--- src/rtl/fm_voice_allocator.sv ---
// fm_voice_allocator: note-on/off voice allocator for the FM channel bank; build with VOICE_STEAL_EN to steal the oldest voice when none is free
// ports: clk, rst (async high); evt_valid/evt_ready/evt_on/evt_note/evt_vel/evt_phase_inc event in;
//        carrier_out/velocity_out per-channel words; voice_active; steal_pulse/drop_pulse 1-cycle flags
module fm_voice_allocator #(
  parameter int NUM_CHANNELS = 16,
  parameter int NUM_BITS     = 32,
  parameter int AGE_BITS     = 8
) (
  input  logic                             clk,
  input  logic                             rst,
  input  logic                             evt_valid,
  output logic                             evt_ready,
  input  logic                             evt_on,
  input  logic [6:0]                       evt_note,
  input  logic [6:0]                       evt_vel,
  input  logic [NUM_BITS-1:0]              evt_phase_inc,
  output logic [NUM_CHANNELS*NUM_BITS-1:0] carrier_out,
  output logic [NUM_CHANNELS*NUM_BITS-1:0] velocity_out,
  output logic [NUM_CHANNELS-1:0]          voice_active,
  output logic                             steal_pulse,
  output logic                             drop_pulse
);
  localparam int IW = $clog2(NUM_CHANNELS);
  typedef enum logic [1:0] {IDLE, SCAN, COMMIT} state_t;
  state_t state, state_nx;
  logic [IW-1:0] idx, m_idx, f_idx, tgt;
  logic m_hit, f_hit, key_on, tgt_ok, steal, e_on;
  logic [6:0] e_note, e_vel;
  logic [NUM_BITS-1:0] e_inc;
  logic [AGE_BITS-1:0] seq_cnt;
  logic [6:0] tag [NUM_CHANNELS];
  logic [6:0] vel [NUM_CHANNELS];
  logic [AGE_BITS-1:0] stamp [NUM_CHANNELS];
  logic [NUM_BITS-1:0] carrier [NUM_CHANNELS];
  logic accept;
  assign evt_ready = state == IDLE;
  assign accept = evt_valid && evt_ready;
  always_ff @(posedge clk or posedge rst)
    if (rst) state <= IDLE;
    else state <= state_nx;
  always_comb begin
    state_nx = state;
    if (state == IDLE) state_nx = evt_valid ? SCAN : IDLE;
    if (state == SCAN) state_nx = idx == IW'(NUM_CHANNELS - 1) ? COMMIT : SCAN;
    if (state == COMMIT) state_nx = IDLE;
  end
`ifdef VOICE_STEAL_EN
  logic o_hit, steal_q;
  logic [IW-1:0] o_idx;
  logic [AGE_BITS-1:0] o_age, age;
  assign age = seq_cnt - stamp[idx];
  assign steal_pulse = steal_q;
  always_comb begin
    key_on = e_on && e_vel != 7'd0;
    steal = key_on && !m_hit && !f_hit;
    tgt = m_hit ? m_idx : f_hit ? f_idx : o_idx;
    tgt_ok = m_hit || (key_on && (f_hit || o_hit));
  end
  always_ff @(posedge clk or posedge rst)
    if (rst) begin
      o_hit <= 1'b0;
      o_idx <= '0;
      o_age <= '0;
      steal_q <= 1'b0;
    end else begin
      steal_q <= state == COMMIT && tgt_ok && steal;
      if (accept) o_hit <= 1'b0;
      if (state == SCAN && voice_active[idx] && (!o_hit || age > o_age)) begin
        o_hit <= 1'b1;
        o_idx <= idx;
        o_age <= age;
      end
    end
`else
  assign steal_pulse = 1'b0;
  always_comb begin
    key_on = e_on && e_vel != 7'd0;
    steal = 1'b0;
    tgt = m_hit ? m_idx : f_idx;
    tgt_ok = m_hit || (key_on && f_hit);
  end
`endif
  for (genvar i = 0; i < NUM_CHANNELS; i++) begin : g_out
    assign carrier_out[i*NUM_BITS +: NUM_BITS] = carrier[i];
    assign velocity_out[i*NUM_BITS +: NUM_BITS] = {{(NUM_BITS-7){1'b0}}, vel[i]};
  end
  always_ff @(posedge clk or posedge rst)
    if (rst) begin
      idx <= '0;
      m_hit <= 1'b0;
      f_hit <= 1'b0;
      m_idx <= '0;
      f_idx <= '0;
      e_on <= 1'b0;
      e_note <= '0;
      e_vel <= '0;
      e_inc <= '0;
      seq_cnt <= '0;
      voice_active <= '0;
      drop_pulse <= 1'b0;
      for (int c = 0; c < NUM_CHANNELS; c++) begin
        tag[c] <= '0;
        vel[c] <= '0;
        stamp[c] <= '0;
        carrier[c] <= '0;
      end
    end else begin
      drop_pulse <= 1'b0;
      if (accept) begin
        idx <= '0;
        m_hit <= 1'b0;
        f_hit <= 1'b0;
        e_on <= evt_on;
        e_note <= evt_note;
        e_vel <= evt_vel;
        e_inc <= evt_phase_inc;
      end
      if (state == SCAN) begin
        idx <= idx + 1'b1;
        if (!m_hit && voice_active[idx] && tag[idx] == e_note) begin
          m_hit <= 1'b1;
          m_idx <= idx;
        end
        if (!f_hit && !voice_active[idx]) begin
          f_hit <= 1'b1;
          f_idx <= idx;
        end
      end
      if (state == COMMIT) begin
        if (!tgt_ok) drop_pulse <= 1'b1;
        else if (key_on) begin
          carrier[tgt] <= e_inc;
          vel[tgt] <= e_vel;
          tag[tgt] <= e_note;
          stamp[tgt] <= seq_cnt;
          voice_active[tgt] <= 1'b1;
          seq_cnt <= seq_cnt + 1'b1;
        end else begin
          vel[tgt] <= '0;
          voice_active[tgt] <= 1'b0;
        end
      end
    end
endmodule

--- config.mk ---
export PLATFORM = sky130hd
export DESIGN_NAME = fm_voice_allocator
export DESIGN_NICKNAME = d
export VERILOG_FILES = /design/src/rtl/fm_voice_allocator.sv
export SDC_FILE = /design/constraint.sdc
export NUM_CORES = 1
export LEC_CHECK = 0
export BUFFER_PORTS_ARGS = -buffer_cell sky130_fd_sc_hd__buf_4
export CAP_MARGIN = 20
export CELL_PAD_IN_SITES_DETAIL_PLACEMENT = 1
export CELL_PAD_IN_SITES_GLOBAL_PLACEMENT = 1
export CORE_AREA = 10 10 419 421
export CTS_CLUSTER_SIZE = 24
export DETAILED_ROUTE_END_ITERATION = 6
export DIE_AREA = 0 0 429 431
export PLACE_DENSITY_LB_ADDON = 0.05
export SLEW_MARGIN = 20
export SYNTH_ARGS = -nofsm -noshare
export SYNTH_HDL_FRONTEND = slang
export SYNTH_SLANG_ARGS = --single-unit
export TNS_END_PERCENT = 10
--- constraint.sdc ---
create_clock -name clk -period 61.7 [get_ports clk]
set_input_delay 3.085 -clock clk [delete_from_list [all_inputs] [get_ports clk]]
set_output_delay 3.085 -clock clk [all_outputs]
set_load 0.02 [all_outputs]
==> results.sh, run 1 <==
export IMPL_status="finished clean"
export IMPL_worst_path_dominant_cell_family="buffers and inverters"
export IMPL_finalHoldViolCount=0
export IMPL_synth_ff_type="sky130_fd_sc_hd__dfrtp_1"
export IMPL_final_period_utilization_pct=9.90
export IMPL_drive_gt1_share_pct=47.3
export IMPL_effective_utilization_at_floorplan_pct=20.9
export IMPL_pin_count_of_the_biggest_net_entering_global_routing=166
export IMPL_max_cap_violations=0
export IMPL_cp_startpoint="rst"
export IMPL_synth_distinct_cells=50
export IMPL_yosys_area_top_type_share_pct=58.7
export IMPL_clock_sinks=816
export IMPL_slew_headroom_pct=25.9
export IMPL_hold_depth=2
export IMPL_cts_repair_resize_count=0
export IMPL_leakagePower_nw=23.2
export IMPL_synth_top_area_cell="sky130_fd_sc_hd__dfrtp_1"
export IMPL_fin_crit_ns=6.11
export IMPL_dp_cells=5332
export IMPL_synth_edff_count=0
export IMPL_design_die_area_sq_um=185000
export IMPL_async_reset_ff_share_pct=100
export IMPL_skew_pair_late_insertion_delay_ns=0.72
export IMPL_layout_common_cells="sky130_fd_sc_hd__dfrtp_1 (814), sky130_fd_sc_hd__buf_4 (715), sky130_fd_sc_hd__mux2_2 (633)"
export IMPL_grt_antenna_before_repair=7
export IMPL_cts_max_path_buffers=3
export IMPL_tritoncts_num_buffers=105
export IMPL_p_total_mw=1.52
export IMPL_count_of_hold_fix_buffers_inserted_at_cts=0
export IMPL_timing_setup_critical_path_class="in2async"
export IMPL_final_area_sq_um=44400
export IMPL_globalplace_congestion=0.727
export IMPL_core_area_sq_um=167000
export IMPL_fin_nets=3287
export IMPL_dp_slack_ns=54.10
export IMPL_drt_wirelength_per_cell_um=27.0
export IMPL_post_synth_instance_area_sq_um=34800
export IMPL_worst_pin_slew_ns=1.10
export IMPL_vias_in_the_first_global_route=24300
export IMPL_num_vias=21400
export IMPL_flow_area_growth_from_synthesis_pct=27.6
export IMPL_unrepaired_setup_endpoints_after_global_routing="false"
export IMPL_critPathCapture="velocity_out[96]"
export IMPL_cts_setup_buffers=0
export IMPL_ios=1093
export IMPL_cellPowerDensity_nw_per_um2=34.3
export IMPL_postRouteWirelength_um=149000
export IMPL_first_pass_iters=5
export IMPL_cts_max_level=3
export IMPL_drt_iter0_drc=814
export IMPL_ys_top_cells_by_area="sky130_fd_sc_hd__dfrtp_1 (59%), sky130_fd_sc_hd__mux2_2 (20%), sky130_fd_sc_hd__buf_4 (8.7%), sky130_fd_sc_hd__nand2_1 (3.0%), sky130_fd_sc_hd__mux4_2 (1.9%)"
export IMPL_crit_path_cell_trace="buf_4 -> clkinv_8 -> buf_12 -> buf_4 -> buf_4 -> buf_4 -> buf_12"
export IMPL_postSynthRegisterBits=816
export IMPL_reg2regPathDepth=5
export IMPL_global_route_wire_length_before_repair_um=206000
export IMPL_maximum_clock_rate_ghz=0.164
export IMPL_reg2reg_slack_ns=57.58
export IMPL_report_final_setup_viol=0
export IMPL_worst_setup_path_start_kind="primary input"
export IMPL_timing_critical_path_depth=7
export IMPL_final_critical_path_setup_slack_ns=55.59
export IMPL_path_buf_inv=7
export IMPL_timing_critical_path_fanout_max=137
export IMPL_fill_cell_instance_count_of_the_final_layout=18300
export IMPL_count_of_input_and_output_buffers=691
export IMPL_core_rowCount=150
export IMPL_die_height_um=431
export IMPL_path_common_cell="sky130_fd_sc_hd__buf_4"
export IMPL_slew_violations=0
export IMPL_vias_per_cell=3.88
export IMPL_ys_seq_area_share_pct=58.7
export IMPL_post_route_non_filler_standard_cell_count=5525
export IMPL_max_vdd_ir_drop_v=0.0000235
export IMPL_synth_warning_count=0
export IMPL_critPathRequiredTime_ns=62.60
export IMPL_floorplan_die_width_um=429
export IMPL_hp_class="reg2reg"
export IMPL_clkTransAtPathRegs_ns=0.05
export IMPL_global_route_overflow_total=0
export IMPL_crit_reg2reg_capture="carrier_out[330]"
export IMPL_placed_area_sq_um=40700
export IMPL_final_common_cell="sky130_fd_sc_hd__dfrtp_1"
export IMPL_worst_endpoint_arrival_ns=7.00
export IMPL_synthesis_instances=2569
export IMPL_crit_path_max_incr_delay_ns=0.82
export IMPL_ant_nets=0
export IMPL_grtUsageTotal_pct=15.5
export IMPL_critical_path_reg2reg_startpoint="m_hit"
export IMPL_detailed_place_hpwl_um=104000
export IMPL_fin_setup_tns_ns=0
export IMPL_clock_skew_final_ns=0.0528
export IMPL_route_detailed_drc=0
export IMPL_endpoint_kind="async pin"
export IMPL_cpMaxStageDelayCell="sky130_fd_sc_hd__buf_4"
export IMPL_cts_root_buffer_cell="sky130_fd_sc_hd__clkbuf_16"
export IMPL_tritoncts_clock_tree="built"
export IMPL_synth_avg_cell_area_sq_um=13.5
worst min-delay path, stage by stage (launching register included):
cell and delay (ns):
sky130_fd_sc_hd__dfrtp_1 0.34, sky130_fd_sc_hd__nand2_1 0.05, sky130_fd_sc_hd__o21ai_0 0.06
flip-flops by register name (all words and copies together), names as in the netlist, named ones only:
register	flops
carrier_out	512
tag	112
velocity_out	112
e_inc	32
e_note	7
e_vel	7
f_idx	4
idx	4
m_idx	4
state	2
drop_pulse	1
e_on	1
f_hit	1
m_hit	1
cell usage after synthesis, drive strengths merged, types with 2 or more instances:
library cell	count
o21a	2
dfrtp	816
mux2i	16
o31ai	2
a21o	7
nand2	280
nor4	3
and3	2
clkbuf	105
nor2	21
o22ai	3
buf	450
xor2	9
bufbuf	2
nand3b	4
nand3	9
and2	7
nor3	4
o21ai	107
mux2	654
nand2b	5
nand4	2
mux4	33
inv	11
per-stage QoR:
stage	hold slack, ns	utilization [%]
6_report	0.483	26.6
5_1_grt	0.512	26.6
4_1_cts	0.490	26.6
3_5_place_dp	0.476	24.4
3_3_place_gp	0.472	24.4
2_1_floorplan	0.470	-
layout make-up:
type                    instances  area, sq um  share of cell area [%]
flip-flops and latches        816        20400                    46.0
multi-input cells            1583        12100                    27.2
repair buffers                719         5440                    12.3
clock buffers                 164         3170                    7.15
well taps                    2204         2760                    6.21
clock inverters                25          449                    1.01
inverters                      11         53.8                   0.121
diodes                          3         7.51                  0.0169
worst min-delay path by stage:
| stage | startpoint | slack, ns | to |
|---|---|---|---|
| after floorplan | tag[76] | 0.47 | tag[76] |
| after global placement | velocity_out[481] | 0.47 | velocity_out[481] |
| after detailed placement | carrier_out[376] | 0.48 | carrier_out[376] |
| final | velocity_out[260] | 0.48 | velocity_out[260] |
| after CTS | velocity_out[100] | 0.49 | velocity_out[100] |
| after global routing | tag[61] | 0.51 | tag[61] |
cells by family (layout without fill, tap and decap cells):
kind of cell,after synthesis,in the layout,synth area share [%]
flops,816,816,58.7
mux,703,703,23.9
buf+inv,570,919,11.2
simple gates,340,340,3.95
compound gates,128,128,2.00
xor+xnor,10,10,0.252
fa+ha+maj,1,1,0.0360
other cells,1,404,0.0108
where the power goes:
group          internal [mW]  total [mW]  switching, mW
sequential             0.569       0.673          0.103
clock                  0.390       0.644          0.254
combinational         0.0699       0.205          0.135
metal layers:
layer | track usage, % | share of wire [%] | wire length, um | vias to the layer above
met2 | 29.4 | 54 | 80700 | 606
met5 | 0 | 0.028 | 41 | -
met3 | 5.11 | 6.8 | 10100 | 169
met4 | 3.37 | 2.3 | 3430 | 6
met1 | 16.6 | 37 | 54800 | 11400
li1 | - | - | - | 9223
Note: power is estimated with default switching activity, not from simulation.
==> run 2: changes to the inputs <==
==> constraint.sdc (replaced) <==
create_clock -name clk -period 5.84 [get_ports clk]
set_input_delay 0.292 -clock clk [delete_from_list [all_inputs] [get_ports clk]]
set_output_delay 0.292 -clock clk [all_outputs]
set_load 0.02 [all_outputs]
==> run 2 against run 1 <==
  * Non-clock buffer count increased by 55
  * Worst hold slack got worse by 0.32 ns
  * Via count increased by 1.3%
  * Routed wire length increased by 2.1%
  * Die area unchanged
  * Critical path depth decreased by 1
  * Count of clock-buffer cells in the layout increased by 7
  * Largest power group unchanged
  * Clock skew decreased by 0.0036 ns
  * Cell area increased by 1.4%
  * Utilization increased by 0.37 points
  * Sequential share of layout area decreased by 0.63 points
  * Critical endpoint is now carrier_out[65]
  * Sequential power increased to 11 times the previous value
==> results.sh, run 2 (synthesized netlist as in run 1, its figures left out) <==
export IMPL_status="finished clean"
export IMPL_ios=1093
export IMPL_first_pass_iters=4
export IMPL_num_vias=21700
export IMPL_report_final_setup_viol=0
export IMPL_worst_endpoint_arrival_ns=4.36
export IMPL_critPathRequiredTime_ns=6.40
export IMPL_globalplace_congestion=0.733
export IMPL_ant_nets=0
export IMPL_final_critical_path_setup_slack_ns=2.03
export IMPL_layout_common_cells="sky130_fd_sc_hd__dfrtp_1 (814), sky130_fd_sc_hd__buf_4 (714), sky130_fd_sc_hd__mux2_2 (633)"
export IMPL_crit_path_cell_trace="nand2_1 -> nor3_1 -> nand2_1 -> nor2_4 -> buf_4 -> mux2_2"
export IMPL_route_layer_met1_wl_um=57100
export IMPL_cts_root_buffer_cell="sky130_fd_sc_hd__clkbuf_16"
export IMPL_slew_headroom_pct=24.8
export IMPL_fin_crit_ns=3.81
export IMPL_crit_path_max_incr_delay_ns=0.88
export IMPL_final_period_utilization_pct=65.2
export IMPL_timing_critical_path_fanout_max=21
export IMPL_worst_pin_slew_ns=1.13
export IMPL_tritoncts_clock_tree="built"
export IMPL_cellPowerDensity_nw_per_um2=358
export IMPL_clock_sinks=816
export IMPL_seqCellArea_sq_um=20400
export IMPL_design_die_area_sq_um=185000
export IMPL_cts_max_level=3
export IMPL_holdWs_ns=0.158
export IMPL_global_route_wire_length_before_repair_um=210000
export IMPL_cts_repair_resize_count=0
export IMPL_vias_in_the_first_global_route=24800
export IMPL_drt_wirelength_per_cell_um=27.2
export IMPL_floorplan_die_width_um=429
export IMPL_clkTransAtPathRegs_ns=0.06
export IMPL_final_common_cell="sky130_fd_sc_hd__dfrtp_1"
export IMPL_unrepaired_setup_endpoints_after_global_routing="false"
export IMPL_post_route_non_filler_standard_cell_count=5587
export IMPL_placed_area_sq_um=40900
export IMPL_count_of_input_and_output_buffers=691
export IMPL_met3WireLength_um=10400
export IMPL_timing_setup_critical_path_class="reg2reg"
export IMPL_fill_cell_instance_count_of_the_final_layout=18300
export IMPL_core_area_sq_um=167000
export IMPL_grt_antenna_before_repair=14
export IMPL_global_route_overflow_total=0
export IMPL_core_rowCount=150
export IMPL_max_cap_violations=0
export IMPL_hp_class="in2reg"
export IMPL_vias_per_cell=3.89
export IMPL_detailed_place_hpwl_um=108000
export IMPL_max_vdd_ir_drop_v=0.000221
export IMPL_fin_setup_tns_ns=0
export IMPL_route_detailed_drc=0
export IMPL_cpMaxStageDelayCell="sky130_fd_sc_hd__nor2_4"
export IMPL_leakagePower_nw=23.5
export IMPL_die_height_um=431
export IMPL_final_area_sq_um=45000
export IMPL_grtUsageTotal_pct=15.8
export IMPL_flow_area_growth_from_synthesis_pct=29.4
export IMPL_dp_cells=5340
export IMPL_dp_slack_ns=1.99
export IMPL_worst_setup_path_start_kind="flop"
export IMPL_met2_length_um=78000
export IMPL_p_total_mw=16.1
export IMPL_fin_nets=3343
export IMPL_maximum_clock_rate_ghz=0.263
export IMPL_final_core_util_pct=27.0
export IMPL_postRouteWirelength_um=152000
export IMPL_path_buf_inv=1
export IMPL_clock_skew_final_ns=0.0492
export IMPL_pin_count_of_the_biggest_net_entering_global_routing=140
export IMPL_skew_pair_late_insertion_delay_ns=0.74
export IMPL_drive_gt1_share_pct=46.9
export IMPL_cts_max_path_buffers=3
export IMPL_endpoint_kind="flop"
export IMPL_dr_max_layer_used="met5"
export IMPL_finalHoldViolCount=0
export IMPL_drt_iter0_drc=689
export IMPL_slew_violations=0
export IMPL_path_common_cell="sky130_fd_sc_hd__nand2_1"
export IMPL_tritoncts_num_buffers=106
export IMPL_effective_utilization_at_floorplan_pct=20.9
export IMPL_worst_path_dominant_cell_family="simple AND/OR/NAND/NOR gates"
export IMPL_largest_register_ff_count=512
export IMPL_multi_input_combinational_cell_area_sq_um=12100
-- run 2: changes by cell type in the layout (fill, tap and decap cells not counted), sizes merged --
| cell | previous run | this run |
|---|---|---|
| buf | 719 | 726 |
| bufinv | 9 | 4 |
| clkbuf | 164 | 171 |
| clkinv | 13 | 18 |
| clkinvlp | 2 | 3 |
| dlygate4sd3 | 0 | 48 |
| inv | 12 | 11 |
-- run 2: cell type report --
class / count / area share [%]
Sequential cell: 816 / 45.4
Antenna cell: 3 / 0.0167
Timing Repair Buffer: 774 / 13.5
Inverter: 11 / 0.100
Clock inverter: 25 / 0.712
Multi-Input combinational cell: 1583 / 26.8
Tap cell: 2204 / 6.13
Clock buffer: 171 / 7.31
-- run 2: what timing repair did --
item,in CTS,in global routing
buffers inserted,0,0
setup endpoints to repair,0,0
hold buffers,48,0
endpoints found under the hold margin,75,0
-- run 2: power breakdown --
group	switching (mW)	total [mW]	internal, mW
clock network	2.70	6.72	4.02
logic	1.39	2.15	0.761
registers	1.23	7.24	6.01
-- run 2: per-layer routing --
metal / track usage [%] / vias up
met5: 0 / -
met4: 6.17 / 14
met3: 5.27 / 219
met2: 28.3 / 631
met1: 17.3 / 11500
li1: - / 9361
-- run 2: final timing paths --
check,start,to,slack (ns),depth (start not counted)
max reg2reg,e_on,carrier_out[65],2.03,6
min,evt_valid,state[0],0.16,4
min reg2reg,velocity_out[193],velocity_out[193],0.48,2
min in group asynchronous,rst,velocity_out[193],0.37,3
max in group asynchronous,rst,carrier_out[158],3.83,5
max,e_on,carrier_out[65],2.03,6
-- run 2: worst reg2reg max path, stage by stage, from the launching register on --
cell	delay [ns]
sky130_fd_sc_hd__dfrtp_1	0.60
sky130_fd_sc_hd__nand2_1	0.36
sky130_fd_sc_hd__nor3_1	0.47
sky130_fd_sc_hd__nand2_1	0.35
sky130_fd_sc_hd__nor2_4	0.89
sky130_fd_sc_hd__buf_4	0.57
sky130_fd_sc_hd__mux2_2	0.41
